### src/rtl/seven_seg_scan_decoder.sv
`default_nettype none
// ============================================================================
// Module      : seven_seg_scan_decoder
// Description : Rebuilds the four BCD digits shown on a scanned 7-segment bus.
// Revision    : 1.0 - initial release
// ============================================================================
module seven_seg_scan_decoder #(
    parameter int STABLE_CYCLES = 4,
    parameter bit SEG_ACT_LOW   = 1'b1,
    parameter bit SEL_ACT_LOW   = 1'b1
) (
    input  logic       clk,
    input  logic       rst,
    input  logic [6:0] sevenout,
    input  logic [3:0] seven_select,
    output logic [3:0] digit1,
    output logic [3:0] digit2,
    output logic [3:0] digit3,
    output logic [3:0] digit4,
    output logic       frame_valid,
    output logic       seg_err,
    output logic       sel_err
);

    localparam int                 c_CNT_W   = $clog2(STABLE_CYCLES + 1);
    localparam logic [c_CNT_W-1:0] c_CNT_MAX = c_CNT_W'(STABLE_CYCLES);

    typedef enum logic [1:0] {
        ST_IDLE  = 2'd0,
        ST_COUNT = 2'd1,
        ST_HOLD  = 2'd2
    } state_t;

    state_t             r_state;
    state_t             w_state_next;
    logic [6:0]         r_s_seg;
    logic [3:0]         r_s_sel;
    logic [6:0]         r_p_seg;
    logic [3:0]         r_p_sel;
    logic [c_CNT_W-1:0] r_cnt;
    logic [c_CNT_W-1:0] w_cnt_next;
    logic [3:0]         r_shadow [4];
    logic [3:0]         r_mask;
    logic [3:0]         w_mask_new;
    logic [3:0]         w_dec;
    logic               w_changed;
    logic               w_sel_none;
    logic               w_sel_one;
    logic               w_capture;

    assign w_changed  = {r_s_seg, r_s_sel} != {r_p_seg, r_p_sel};
    assign w_sel_none = (r_s_sel == 4'd0);
    assign w_sel_one  = $onehot(r_s_sel);
    assign w_mask_new = r_mask | r_s_sel;

    always_comb begin
        w_cnt_next = r_cnt;
        if (w_changed) begin
            w_cnt_next = c_CNT_W'(1);
        end else if (r_cnt != c_CNT_MAX) begin
            w_cnt_next = r_cnt + c_CNT_W'(1);
        end
    end

    // Segment patterns are active-high {g,f,e,d,c,b,a} here.
    always_comb begin
        case (r_s_seg)
            7'h3F:   w_dec = 4'd0;
            7'h06:   w_dec = 4'd1;
            7'h5B:   w_dec = 4'd2;
            7'h4F:   w_dec = 4'd3;
            7'h66:   w_dec = 4'd4;
            7'h6D:   w_dec = 4'd5;
            7'h7D:   w_dec = 4'd6;
            7'h07:   w_dec = 4'd7;
            7'h7F:   w_dec = 4'd8;
            7'h6F:   w_dec = 4'd9;
            7'h00:   w_dec = 4'hF;
            default: w_dec = 4'hE;
        endcase
    end

    always_comb begin
        w_state_next = r_state;
        w_capture    = 1'b0;
        case (r_state)
            ST_IDLE: begin
                if (!w_sel_none) w_state_next = ST_COUNT;
            end
            ST_COUNT: begin
                if (w_changed) begin
                    w_state_next = w_sel_none ? ST_IDLE : ST_COUNT;
                end else if (w_cnt_next == c_CNT_MAX) begin
                    w_capture    = 1'b1;
                    w_state_next = ST_HOLD;
                end
            end
            ST_HOLD: begin
                if (w_changed) w_state_next = w_sel_none ? ST_IDLE : ST_COUNT;
            end
            default: w_state_next = ST_IDLE;
        endcase
    end

    always_ff @(posedge clk or posedge rst) begin
        if (rst) begin
            r_state <= ST_IDLE;
            r_s_seg <= 7'd0;
            r_s_sel <= 4'd0;
            r_p_seg <= 7'd0;
            r_p_sel <= 4'd0;
            r_cnt   <= '0;
        end else begin
            r_state <= w_state_next;
            r_s_seg <= SEG_ACT_LOW ? ~sevenout : sevenout;
            r_s_sel <= SEL_ACT_LOW ? ~seven_select : seven_select;
            r_p_seg <= r_s_seg;
            r_p_sel <= r_s_sel;
            r_cnt   <= w_cnt_next;
        end
    end

    // The completing digit bypasses the shadow so the frame carries it on the same edge.
    always_ff @(posedge clk or posedge rst) begin
        if (rst) begin
            for (int i = 0; i < 4; i++) r_shadow[i] <= 4'hF;
            r_mask      <= 4'd0;
            digit1      <= 4'hF;
            digit2      <= 4'hF;
            digit3      <= 4'hF;
            digit4      <= 4'hF;
            frame_valid <= 1'b0;
            seg_err     <= 1'b0;
            sel_err     <= 1'b0;
        end else begin
            frame_valid <= 1'b0;
            seg_err     <= 1'b0;
            sel_err     <= 1'b0;
            if (w_capture) begin
                if (w_sel_one) begin
                    for (int i = 0; i < 4; i++) begin
                        if (r_s_sel[i]) r_shadow[i] <= w_dec;
                    end
                    seg_err <= (w_dec == 4'hE);
                    if (w_mask_new == 4'hF) begin
                        digit1      <= r_s_sel[0] ? w_dec : r_shadow[0];
                        digit2      <= r_s_sel[1] ? w_dec : r_shadow[1];
                        digit3      <= r_s_sel[2] ? w_dec : r_shadow[2];
                        digit4      <= r_s_sel[3] ? w_dec : r_shadow[3];
                        frame_valid <= 1'b1;
                        r_mask      <= 4'd0;
                    end else begin
                        r_mask <= w_mask_new;
                    end
                end else begin
                    sel_err <= 1'b1;
                end
            end
        end
    end

endmodule
`default_nettype wire

### config.mk
export PLATFORM = sky130hd
export DESIGN_NAME = seven_seg_scan_decoder
export DESIGN_NICKNAME = d
export VERILOG_FILES = /design/src/rtl/seven_seg_scan_decoder.sv
export SDC_FILE = /design/constraint.sdc
export NUM_CORES = 1
export LEC_CHECK = 0
export ABC_CLOCK_PERIOD_IN_PS = 5580
export CAP_MARGIN = 10
export CORE_MARGIN = 2
export CORE_UTILIZATION = 40
export DETAILED_ROUTE_END_ITERATION = 10
export HOLD_SLACK_MARGIN = 0.05
export PLACE_DENSITY = 0.58
export SYNTH_ARGS = -nofsm -noshare
export SYNTH_HDL_FRONTEND = slang
export SYNTH_SLANG_ARGS = --single-unit
### constraint.sdc
create_clock -name clk -period 5.58 [get_ports clk]
set_clock_uncertainty 0.15 [all_clocks]
set_input_delay 1.116 -clock clk [delete_from_list [all_inputs] [get_ports clk]]
set_output_delay 1.116 -clock clk [all_outputs]
set_load 0.01 [all_outputs]
---- After elaboration in Yosys (flattened, before gate mapping) ----
Index checks and enable logic that the tools add are counted.
word-level totals
  output and inout bits ................... 19
  memories ................................ 0
  RAM bits ................................ 0
  latch bits .............................. 0
  logic and storage cells ................. 76
  bits in read-only memories .............. 0
  register bits ........................... 66
  input port bits ......................... 13
operators by class
  reductions and logical operators ........ 6
  multiply operators ...................... 0
  magnitude comparators ................... 0
  muxes and demuxes ....................... 24
  shifts and indexed selects .............. 0
  add/sub/neg operators ................... 4
  equality and inequality tests ........... 21
  bitwise operators ....................... 3
  divide/modulo/power cells ............... 0
operators with widths
  cell                                                  number
  equality test 7 bit (second input constant)           7
  case mux 4 bit (11 select lines)                      1
  2-to-1 mux 4 bit                                      5
  equality test 7 x 3 -> 1 bit (second input constant)  2
  2-to-1 mux 1 bit                                      11
  inequality test 11 bit                                1
  equality test 4 bit (second input constant)           2
  2-to-1 mux 2 bit                                      4
  equality test 7 x 6 -> 1 bit (second input constant)  1
  zero test 7 bit                                       1
  NOT 7 bit                                             1
  2-to-1 mux 3 bit                                      2
  inequality test 3 bit (second input constant)         2
  case mux 2 bit (3 select lines)                       1
  AND reduction 3 bit                                   2
  adder 1 x 1 -> 2 bit                                  2
  zero test 4 bit                                       1
  inequality test 2 bit (second input constant)         2
  NOT 4 bit                                             1
  OR 4 bit                                              1
  adder 2 x 2 -> 3 bit                                  1
  adder 3 x 1 -> 3 bit (second input constant)          1
  equality test 3 x 1 -> 1 bit (second input constant)  1
  equality test 3 bit (second input constant)           1
  4 further kinds                                       4

---- Longest topological paths before layout ----
  depth after elaboration ................. 8
  depth in mapped cells ................... 11
  gate-level depth less buffers ........... 9

---- Worst setup path after synthesis ----
No wires, ideal clock.
  path kind ............................... reg2reg
  start ................................... register r_s_sel[0]
  end ..................................... register digit3[0]
  arrival time ............................ 3.097 ns
  slack ................................... 2.251 ns
  required time ........................... 5.348 ns
  setup time .............................. 0.082 ns
  period minus slack after synthesis ...... 3.329 ns
  path buffers ............................ 2
  stages on the path, launching flop included .. 12
  cell sequence ........................... dfrtp_1 -> buf_6 -> inv_1 -> fa_1 -> inv_1 -> ha_1 -> ha_1 -> nor3b_1 -> nand4_1 -> nor2_4 -> buf_6 -> mux2_2
on the way
  word-level cells in the longest chain between the ends .. 7
  elaborated cells on any way between the ends .. 12
  those cells by class .................... 2 x add/sub; 4 x eq/ne; 4 x mux; 1 x bitwise; 1 x reduce/logical
ends and longest elaborated chain
  item                                      line  text
  from (decl)                               37    logic [3:0] r_s_sel;
  from (signal assigned)                    116   r_s_sel <= SEL_ACT_LOW ? ~seven_select : seven_select;
  inequality test 11 bit                    51    assign w_changed = {r_s_seg, r_s_sel} != {r_p_seg, r_p_sel};
  2-to-1 mux 3 bit                          58    if (w_changed) begin
  equality test 3 bit                       93    end else if (w_cnt_next == c_CNT_MAX) begin
  2-to-1 mux 1 bit                          93
  2-to-1 mux 1 bit                          91    if (w_changed) begin
  2-to-1 mux 1 bit                          86    case (r_state)
  AND reduction 3 bit (no source line) (*)  n/a
  to (signal assigned)                      148   digit3 <= r_s_sel[2] ? w_dec : r_shadow[2];
  to (decl)                                 18    output logic [3:0] digit3,
Every way passes the cells marked *; elsewhere a longest branch is shown, timed or not.
A chain may end at the register's enable or synchronous reset.

---- Final worst setup path ----
  start ................................... register r_s_sel[3]
  end ..................................... register digit2[0]
on the way
  word-level cells in the longest chain between the ends .. 7
  elaborated cells on any way between the ends .. 12
  those cells by class .................... 2 x add/sub; 4 x eq/ne; 4 x mux; 1 x bitwise; 1 x reduce/logical
ends and longest elaborated chain
  item                                      line  text
  inequality test 11 bit                    51
  2-to-1 mux 3 bit                          58
  equality test 3 bit                       93
  2-to-1 mux 1 bit                          93
  2-to-1 mux 1 bit                          91
  2-to-1 mux 1 bit                          86
  AND reduction 3 bit (no source line) (*)  n/a
  to (signal assigned)                      147   digit2 <= r_s_sel[1] ? w_dec : r_shadow[1];
  to (decl)                                 17    output logic [3:0] digit2,
Marks and branches as above.

==> impl.org <==
** Route
- For this run, design rule violations remaining after detail routing come to 0.
- For this block, the via count after detailed routing is 2,169.
- Avg WL per Cell :: 15.40 um
- DRT Pass-1 Iters :: 4
- After detailed routing, the total wire length is 6406 um.
- Number of vias per cell :: 5.214
- In this run the remaining antenna-violating nets after routing total 0.
- DR iter-0 viols :: 75

** STA
- At the pin with the least slew margin, the transition time is 1.040 ns.
- Final hold violation count :: 0
- Measured against its own limit, the worst slew margin works out to 29.57%.
- Setup repair after global routing left no endpoint under its margin.
- Max-slew violation count :: 0
- Adding up every negative setup slack in the final design gives 0 ns.
- Setup violations remaining at the end of the flow were counted as 0.
- The worst path uses 73.14% of the clock period.
- Minimum clock period :: 4.081 ns
- Derived from the worst setup path, the maximum achievable clock frequency is 245.0 MHz.

** Pwr
- The design draws 0.9079 mW.
- Largest voltage drop on the vdd net :: 0.1103 mV
- The clock network burns 37.8% of the power.
- Dividing total power by cell area gives a power density of 242.8 nW/um2.
- Internal Power :: 0.6880 mW
- Switching power of the nets :: 0.2199 mW
- Logic pwr share :: 6.7%
- Net switching is 24.22% of the power.
- Summed over all cells, the static leakage comes to 1.579 nW.
- Sequential Power Share :: 55.5%

** Global route
- Global routing used 16.56% of the available tracks.
- GR Overflow Total :: 0
- Pin count of the biggest net entering global routing :: 67
- Met2 usage in global routing :: 25.60%
- The first global-routing pass estimated 11,180 um of wire.
- The number of antenna violations at the first check in global routing came to 0.
- Vias in the first global route :: 2,244
- Met1 capacity usage during global routing :: 22.73%
- met2 is the most crowded layer.
- Global routing consumed, on the met3 layer, 3.852% of the routing resources.

** Synthesis
- In this run the mean area of a mapped cell was 11.57 um2.
- The Yosys step of the flow raised 0 warnings.
- Synth Flop Type :: sky130_fd_sc_hd__dfrtp_1
- The synthesized design devotes to its leading area cell type 26.46% of total area.
- Number of distinct library cells after synthesis :: 53
- Net count after synthesis :: 297
- Total standard cell area after synthesis :: 3216 um2
- Cell type contributing the most total cell area after synthesis :: sky130_fd_sc_hd__dfrtp_1
- Proportion of register bits with asynchronous set or reset after synthesis :: 100.0%
- Post-Syn Instances :: 278
- The most common cell in the synthesized netlist is sky130_fd_sc_hd__dfrtp_1.
- The commonest cells after synthesis are sky130_fd_sc_hd__dfrtp_1 (34), sky130_fd_sc_hd__dfstp_2 (32), sky130_fd_sc_hd__inv_1 (28).
- The share of the Yosys chip area taken by registers is 52.61%.
- Counting flops and latches in the post-synthesis netlist gives 66.
- Cell types occupying the most area after synthesis :: sky130_fd_sc_hd__dfrtp_1 (26%), sky130_fd_sc_hd__dfstp_2 (26%), sky130_fd_sc_hd__mux2_2 (8.4%)
- Post-synth EDFFs :: 0

** Clock network
- At the later pin of the worst-skew pair, clock insertion delay measures 0.34 ns.
- Clock tree root buffer cell :: sky130_fd_sc_hd__clkbuf_8
- Post-CTS repair changed the size of 0 cells.
- Register clock-pin slew on the reported worst setup and hold paths :: 0.07 ns
- The number of setup buffers added after CTS is 0.
- In this run the deepest clock path goes through 2 buffers.
- CTS built an H-tree with a depth of 3.
- TritonCTS created 9 clock buffers.
- After clock tree synthesis, the flow added hold-fix buffers numbering 0.
- TritonCTS built the clock tree.
- The tree built by TritonCTS fans out to 66 sinks.

** Setup path
- Critical Path Fanout Max :: 13
- Type of the worst setup path :: flip-flop to flip-flop
- The worst setup path is launched from a flip-flop.
- STA classifies the critical path endpoint as a flip-flop.
- At the worst endpoint, the arrival time is 4.19 ns.
- The worst register-to-register path has a setup slack of 1.50 ns.
- Worst EP required :: 5.69 ns

** Placed design
- Detailed placement finished with a half-perimeter wire length of 4462 um.
- Placed Area :: 3572 um2
- Port Buffer Count :: 31
- GPL Wtd Cong :: 0.8063

** Cells and area
- Multi-input gate area in the final layout :: 1330 um2
- Flip-flop count of the largest register after layout :: 16
- With fillers left out, the area of the finished cells amounts to 3739 um2.
- Final net count :: 328
- Cells with a size suffix above 1 make up 27.71% of the layout.
- Diode count :: 0
- The register with the most flip-flops in the final layout is r_shadow.
- After filler insertion, the fill cell instance count of the layout stands at 710.
- Sequential standard cell area :: 1692 um2
- Final core occ :: 48.13%
- Top flop regs :: r_shadow x16, r_p_seg x7, r_s_seg x7
- Synthesis-to-layout area growth :: 16.26%

** Floorplanning
- 32 I/O pins were placed.
- Std-Cell Core Area :: 7767 um2
- Starting Density :: 41.40%
- Row cnt :: 32
- Vertical die dimension :: 93.66 um
- Overall die width :: 93.66 um
- The floorplan step defined a die boundary enclosing 8772 um2.

** Hold path
- The worst hold path belongs to the class flip-flop to flip-flop.

** Run
- # Max-Cap Violations :: 0

** Outcome
- Status :: completed
## layer usage
| layer | share of wire [%] | vias to the layer above | wire [um] |
|---|---|---|---|
| met5 | 0 | - | 0 |
| met4 | 1.1 | 0 | 72 |
| met3 | 4.7 | 14 | 298 |
| met2 | 47 | 54 | 3032 |
| met1 | 47 | 1066 | 3003 |
| li1 | - | 1035 | - |
## worst paths after layout
path,startpoint,end,cells past startpoint
max reg2reg,r_s_sel[3]$_DFF_PP0_,digit2[0]$_DFFE_PP1P_,9
max,r_s_sel[3]$_DFF_PP0_,digit2[0]$_DFFE_PP1P_,9
min reg2reg,digit3[1]$_DFFE_PP1P_,digit3[1]$_DFFE_PP1P_,2
min in group asynchronous,rst,r_s_seg[1]$_DFF_PP0_,3
min,digit3[1]$_DFFE_PP1P_,digit3[1]$_DFFE_PP1P_,2
max in group asynchronous,rst,r_p_seg[3]$_DFF_PP0_,3
## cells in the final DEF, fill, tap and decap left out, drive strengths merged, types with 8 or more instances in the layout
master / instances
clkbuf: 13
a21oi: 13
xnor2: 10
o31ai: 8
nor3: 11
o21ai: 11
mux2: 28
dfstp: 32
inv: 28
nor2: 24
clkdlybuf4s50: 31
dfrtp: 34
## stage by stage
step | hold slack (ns) | setup WS (ns) | cells
final | 0.3480 | 1.499 | 416
after global routing | 0.3744 | 1.204 | 416
after CTS | 0.3510 | 1.572 | 416
after detailed placement | 0.3412 | 1.578 | 400
after global placement | 0.3338 | 1.714 | 400
after floorplan | 0.1987 | 2.251 | 278
## kinds of logic after synthesis
family | share of synthesized area, %
AND/OR/NAND/NOR | 16.50
flip-flops | 52.61
AO/OA/AOI/OAI | 8.755
buffers and inverters | 6.031
multiplexers | 10.27
XOR/XNOR | 3.268
adder cells (fa/ha/maj) | 2.568
## layout make-up
type                    count  area share, %
flip-flops and latches     66          45.25
clock inverters             3         0.4685
repair buffers             32          8.501
multi-input cells         172          35.58
inverters                  28          2.811
clock buffers              13          3.983
well taps                 102          3.414
## critical path, stage by stage, from the launching register on
cell	delay, ns
sky130_fd_sc_hd__dfrtp_1	0.66
sky130_fd_sc_hd__inv_1	0.14
sky130_fd_sc_hd__fa_1	0.50
sky130_fd_sc_hd__inv_1	0.04
sky130_fd_sc_hd__ha_1	0.17
sky130_fd_sc_hd__ha_1	0.27
sky130_fd_sc_hd__nor3b_1	0.72
sky130_fd_sc_hd__nand4_1	0.48
sky130_fd_sc_hd__nor2_4	0.48
sky130_fd_sc_hd__mux2_2	0.39
## power by group through the flow
| stage | logic [mW] | registers (mW) | clock network, mW |
|---|---|---|---|
| 4_1_cts | 0.0620 | 0.504 | 0.356 |
| 5_1_grt | 0.0695 | 0.505 | 0.382 |
| 3_5_place_dp | 0.0618 | 0.512 | 0 |
| 3_3_place_gp | 0.0615 | 0.511 | 0 |
| 6_report | 0.0612 | 0.504 | 0.343 |
| 2_1_floorplan | 0.0540 | 0.501 | 0 |
(Power assumes the default switching activity.)
